<file path="src/rtl/sb_corner_param.sv">
// Bottom-left corner switch block: pass-through vertical tracks, configurable horizontal muxes
// loaded through a shadow configuration chain. Optional odd-parity chain bit: SB_CCFF_PARITY_EN.
module sb_corner_param #(
  parameter int CHAN_WIDTH = 4,
  parameter int NUM_PADS   = 14
) (
  input  logic                  prog_clk,
  input  logic                  prog_reset_n,
  input  logic [CHAN_WIDTH-1:0] chany_top_in,
  input  logic [CHAN_WIDTH-1:0] chanx_right_in,
  input  logic [NUM_PADS-1:0]   pad_in,
  input  logic                  ccff_head,
  input  logic                  ccff_shift_en,
  input  logic                  cfg_commit,
  output logic [CHAN_WIDTH-1:0] chany_top_out,
  output logic [CHAN_WIDTH-1:0] chanx_right_out,
  output logic                  ccff_tail,
  output logic                  cfg_done,
  output logic                  cfg_len_ok,
  output logic                  cfg_err
);

  localparam int PADS_PER_TRACK = (NUM_PADS + CHAN_WIDTH - 1) / CHAN_WIDTH;
  localparam int SEL_BITS       = $clog2(1 + PADS_PER_TRACK);
  localparam int SEL_W          = CHAN_WIDTH * SEL_BITS;
`ifdef SB_CCFF_PARITY_EN
  localparam int CHAIN_LEN      = SEL_W + 1;
`else
  localparam int CHAIN_LEN      = SEL_W;
`endif
  localparam int CNT_W          = $clog2(CHAIN_LEN + 2);
  localparam int PAD_EXT_W      = PADS_PER_TRACK * CHAN_WIDTH;

  logic [CHAIN_LEN-1:0] chain;
  logic [SEL_W-1:0]     live_sel;
  logic [CNT_W-1:0]     shift_cnt;
  logic                 done_q;
  logic                 commit_ok;
  logic [PAD_EXT_W-1:0] pad_ext;

  // Pads padded up to a full track grid so out-of-range selects land on a zero bit.
  always_comb begin
    pad_ext = '0;
    pad_ext[NUM_PADS-1:0] = pad_in;
  end

  always_comb begin
    for (int k = 0; k < CHAN_WIDTH; k++) begin
      chany_top_out[k] = chanx_right_in[(k + 1) % CHAN_WIDTH];
    end
  end

  always_comb begin
    chanx_right_out = '0;
    for (int t = 0; t < CHAN_WIDTH; t++) begin
      if (live_sel[t*SEL_BITS +: SEL_BITS] == '0) begin
        chanx_right_out[t] = chany_top_in[(t + CHAN_WIDTH - 1) % CHAN_WIDTH];
      end
      for (int s = 1; s <= PADS_PER_TRACK; s++) begin
        if (live_sel[t*SEL_BITS +: SEL_BITS] == SEL_BITS'(s)) begin
          chanx_right_out[t] = pad_ext[t + (s - 1) * CHAN_WIDTH];
        end
      end
    end
  end

`ifdef SB_CCFF_PARITY_EN
  logic err_q;

  assign commit_ok = ^chain;

  always_ff @(posedge prog_clk or negedge prog_reset_n) begin
    if (!prog_reset_n) begin
      err_q <= 1'b0;
    end else if (cfg_commit && !commit_ok) begin
      err_q <= 1'b1;
    end
  end

  assign cfg_err = err_q;
`else
  assign commit_ok = 1'b1;
  assign cfg_err   = 1'b0;
`endif

  // A commit samples the pre-shift chain; a concurrent shift still lands and counts as 1.
  always_ff @(posedge prog_clk or negedge prog_reset_n) begin
    if (!prog_reset_n) begin
      chain     <= '0;
      live_sel  <= '0;
      shift_cnt <= '0;
      done_q    <= 1'b0;
    end else begin
      done_q <= cfg_commit && commit_ok;
      if (ccff_shift_en) begin
        chain <= {chain[CHAIN_LEN-2:0], ccff_head};
      end
      if (cfg_commit && commit_ok) begin
        live_sel <= chain[SEL_W-1:0];
      end
      if (cfg_commit) begin
        shift_cnt <= ccff_shift_en ? CNT_W'(1) : '0;
      end else if (ccff_shift_en && shift_cnt != CNT_W'(CHAIN_LEN + 1)) begin
        shift_cnt <= shift_cnt + CNT_W'(1);
      end
    end
  end

  assign ccff_tail  = chain[CHAIN_LEN-1];
  assign cfg_done   = done_q;
  assign cfg_len_ok = (shift_cnt == CNT_W'(CHAIN_LEN));

endmodule

</file>
<file path="config.mk">
export PLATFORM = sky130hd
export DESIGN_NAME = sb_corner_param
export DESIGN_NICKNAME = d
export VERILOG_FILES = /design/src/rtl/sb_corner_param.sv
export SDC_FILE = /design/constraint.sdc
export NUM_CORES = 1
export LEC_CHECK = 0
export BUFFER_PORTS_ARGS = -buffer_cell sky130_fd_sc_hd__buf_2
export CAP_MARGIN = 25
export CORE_MARGIN = 4
export CORE_UTILIZATION = 51
export CTS_CLUSTER_DIAMETER = 100
export DETAILED_ROUTE_END_ITERATION = 7
export GPL_ROUTABILITY_DRIVEN = 0
export GPL_TIMING_DRIVEN = 0
export PLACE_DENSITY = 0.82
export SLEW_MARGIN = 20
export SYNTH_ARGS = -nofsm -noshare
export SYNTH_HDL_FRONTEND = slang
export SYNTH_SLANG_ARGS = --single-unit
</file>
<file path="constraint.sdc">
create_clock -name prog_clk -period 1.4 [get_ports prog_clk]
set_input_delay 0.28 -clock prog_clk [delete_from_list [all_inputs] [get_ports prog_clk]]
set_output_delay 0.28 -clock prog_clk [all_outputs]
set_load 0.005 [all_outputs]
</file>
==> flow_summary_export.csv <==
group,metric,value,unit
outcome,status,"finished with violations",
outcome,violations,"setup timing",
pwr,p_per_area,1520,nW/um2
logic_synthesis,yosysTopAreaCell,"dfrtp_1",
global_route,grt_pass1_vias,964,
pwr,fin_total_pwr,0.00281,W
hold_path,hold_path_class,"input port to register",
critical_path,critPathLaunchType,"register",
timing,timing.final.crit_period,1730,ps
detailed_routing,ant_nets,0,
critical_path,cp_slowest_stage_delay,490,ps
finish,drive_gt1_share,65.4,%
finish,area_growth,32.3,%
timing,tightest_slew,637,ps
clock_tree,cts_max_level,2,
floorplan,die_w,60.3,um
logic_synthesis,yosysUniqueCellTypes,24,
timing,setup_ws,-327,ps
detailed_routing,wl_per_cell,14.8,um
timing,fin_crit_sh,123,%
critical_path,critPathRequiredTime,1120,ps
critical_path,worstPathCellList,"mux4_2 > nor2b_4 > buf_2",
logic_synthesis,synthTopCellsByArea,"dfrtp_1 (52%), mux2_2 (19%), buf_6 (3.2%)",
critical_path,critPathCaptureType,"output port",
clock_tree,clkTransAtPathRegs,100,ps
timing,max_slew_margin,57.5,%
logic_synthesis,synth_flop_cell,"dfrtp_1",
critical_path,critPathKind,"register to output port",
finish,area.sequential,726,um2
pwr,p_leak,0.864,nW
clock_tree,clock-sinks,29,
finish,num_antenna_cells,0,
detailed_routing,viasPerCell,5.26,
detailed_routing,num_vias,962,
floorplan,rows,18,
critical_path,path_buf_inv,1,
timing,final.setup_skew,6.66,ps
logic_synthesis,syn_area,1400,um2
finish,nFillCells,169,
critical_path,cp_top_family,"multiplexers",
logic_synthesis,synthTopCellsByCount,"dfrtp_1 (29), mux2_2 (24), buf_4 (5), o21ai_0 (5)",
clock_tree,cts.path.max_buffers,2,
critical_path,worstPathArrival,1450,ps
clock_tree,ctsRootBufferMaster,"clkbuf_4",
global_route,grt_usage,15.9,%
pwr,p_seq_share,46.0,%
place,numPortBuffers,32,
timing,fmax,579,MHz
pwr,power.share.switching,26.2,%
logic_synthesis,avgSynthCellArea,14.0,um2
floorplan,die_area,3640,um2
timing,report.final.slew_viol_count,0,
logic_synthesis,synth.most_common_cell,"dfrtp_1",
timing,setup-tns-final,-1060,ps
logic_synthesis,syn-instance-count,100,
logic_synthesis,async_flop_share,100,%
floorplan,die_height,60.3,um
critical_path,crit_slowest_cell,"mux4_2",
pwr,p_int,0.00208,W
logic_synthesis,yosys_warnings,0,
critical_path,critical_path.max_fanout,2,
pwr,ir_worst_vdd,1.30,mV
floorplan,ios,39,
logic_synthesis,seq_area_frac_synth,52.0,%
timing,rsz0062_at_grt,"true",
pwr,comb_power_share,28.3,%
pwr,switching_power,0.000737,W
finish,final_nets,182,
clock_tree,cts_tree,"done",
global_route,grt_max_degree,30,
global_route,grt-ovfl-total,0,
detailed_routing,drtPass1Iterations,4,
timing,hold_viol,0,
run,maxCapViolations,0,
place,dpl.hpwl,1.82,mm
pwr,p_clk_share,25.7,%
floorplan,coreArea,2540,um2
clock_tree,numCtsBuffers,5,
detailed_routing,wirelength,2.71,mm
floorplan,initial_core_util,54.9,%
global_route,grt_first_pass_wirelength,4.02,mm
detailed_routing,drt_iter0_drc,25,
global_route,antenna_found_initial,0,
logic_synthesis,synth_edf_count,0,
logic_synthesis,ys_ff_latch,29,
timing,finalSetupViolations,5,
detailed_routing,drc_errors,0,
clock_tree,clk_latency,330,ps
finish,multi_input_area,639,um2
logic_synthesis,synthesis.nets,130,
logic_synthesis,yosys.area.top_type_share,52.0,%
-- area by class of cell --
cell class	instances	share of cell area (%)
clock inverter	2	2.03
sequential	29	39.3
buffer	9	4.47
timing repair buffer	45	14.4
clock buffer	6	2.78
inverter	2	0.406
tap	30	2.03
multi-input combinational	60	34.6
-- worst register-to-register path, cell delays in order, from the launching register on --
cell     delay, ps
dfrtp_1        400
inv_2           80
buf_4          110
buf_4          120
ha_4           140
nand3_4        100
and2_4         170
o31ai_1        190
-- kinds of logic (layout without fill, tap and decap cells) --
| logic type | after synthesis | count (layout) | share of synthesized area [%] |
|---|---|---|---|
| other cells | 1 | 1 | 0.269 |
| mux | 30 | 30 | 25.4 |
| flops | 29 | 29 | 52.0 |
| simple gates | 14 | 14 | 8.06 |
| fa+ha+maj | 3 | 3 | 2.69 |
| buf+inv | 11 | 64 | 6.45 |
| compound gates | 12 | 12 | 5.11 |
-- sequential cells by signal (all words and copies together), names as in the netlist --
name	flops
shift_cnt	4
live_sel	12
chain	12
cfg_done	1
-- timing repair --
| item | CTS | global route |
|---|---|---|
| resized for setup | 5 | 12 |
| endpoints found under the hold margin | 29 | 0 |
| endpoints found under the setup margin | 5 | 7 |
| pin swaps | 0 | 5 |
| hold buffers | 1 | 0 |
| setup buffers | 6 | 6 |
| cloned | 0 | 0 |
-- path summary, 6_finish.rpt --
check	startpoint	endpoint	slack, ps	depth (start not counted)
min in group asynchronous	prog_reset_n	shift_cnt[0]$_DFFE_PN0P_	520	2
worst max register to register	shift_cnt[1]$_DFFE_PN0P_	shift_cnt[0]$_DFFE_PN0P_	0	7
worst max-delay path	live_sel[6]$_DFFE_PN0P_	chanx_right_out[2]	-330	3
worst min-delay path	cfg_commit	cfg_done$_DFF_PN0_	80	1
worst min register to register	chain[11]$_DFFE_PN0P_	chain[11]$_DFFE_PN0P_	530	1
max in group asynchronous	prog_reset_n	live_sel[8]$_DFFE_PN0P_	470	2
-- per-stage QoR --
stage               utilization [%]  hold slack, ps  std cells  instance area (um2)  setup WS, ps
floorplan                         -           -15.6        100                 1400           165
global placement               62.6             326        162                 1590          28.4
detailed placement             62.6             333        162                 1590          13.0
CTS                            68.4            55.0        177                 1740          -365
global route                   72.6            47.8        183                 1850          -422
finish                         72.6            80.6        183                 1850          -327
-- power groups by stage --
stage | Sequential [W] | Combinational [W] | Clock (W)
final | 0.00129 | 0.000795 | 0.000723
after global routing | 0.00134 | 0.000877 | 0.000792
after CTS | 0.00130 | 0.000703 | 0.000748
after detailed placement | 0.00132 | 0.000639 | 0
after global placement | 0.00130 | 0.000611 | 0
after floorplan | 0.00126 | 0.000474 | 0
-- placed cells by master (no fill, tap or decap), drive strengths merged, types with 3 or more instances in the layout --
cell type	count
buf	53
clkbuf	6
dfrtp	29
ha	3
mux2	24
mux2i	4
o21ai	5
-- routing by layer --
layer  global-route usage [%]  routed length [um]  up-vias
met5                        0                   0        -
met4                     8.86                  91        0
met3                     7.34                 207       10
met2                     26.1                1380       35
met1                     16.9                1030      454
li1                         -                   -      463
(Power assumes the default switching activity.)
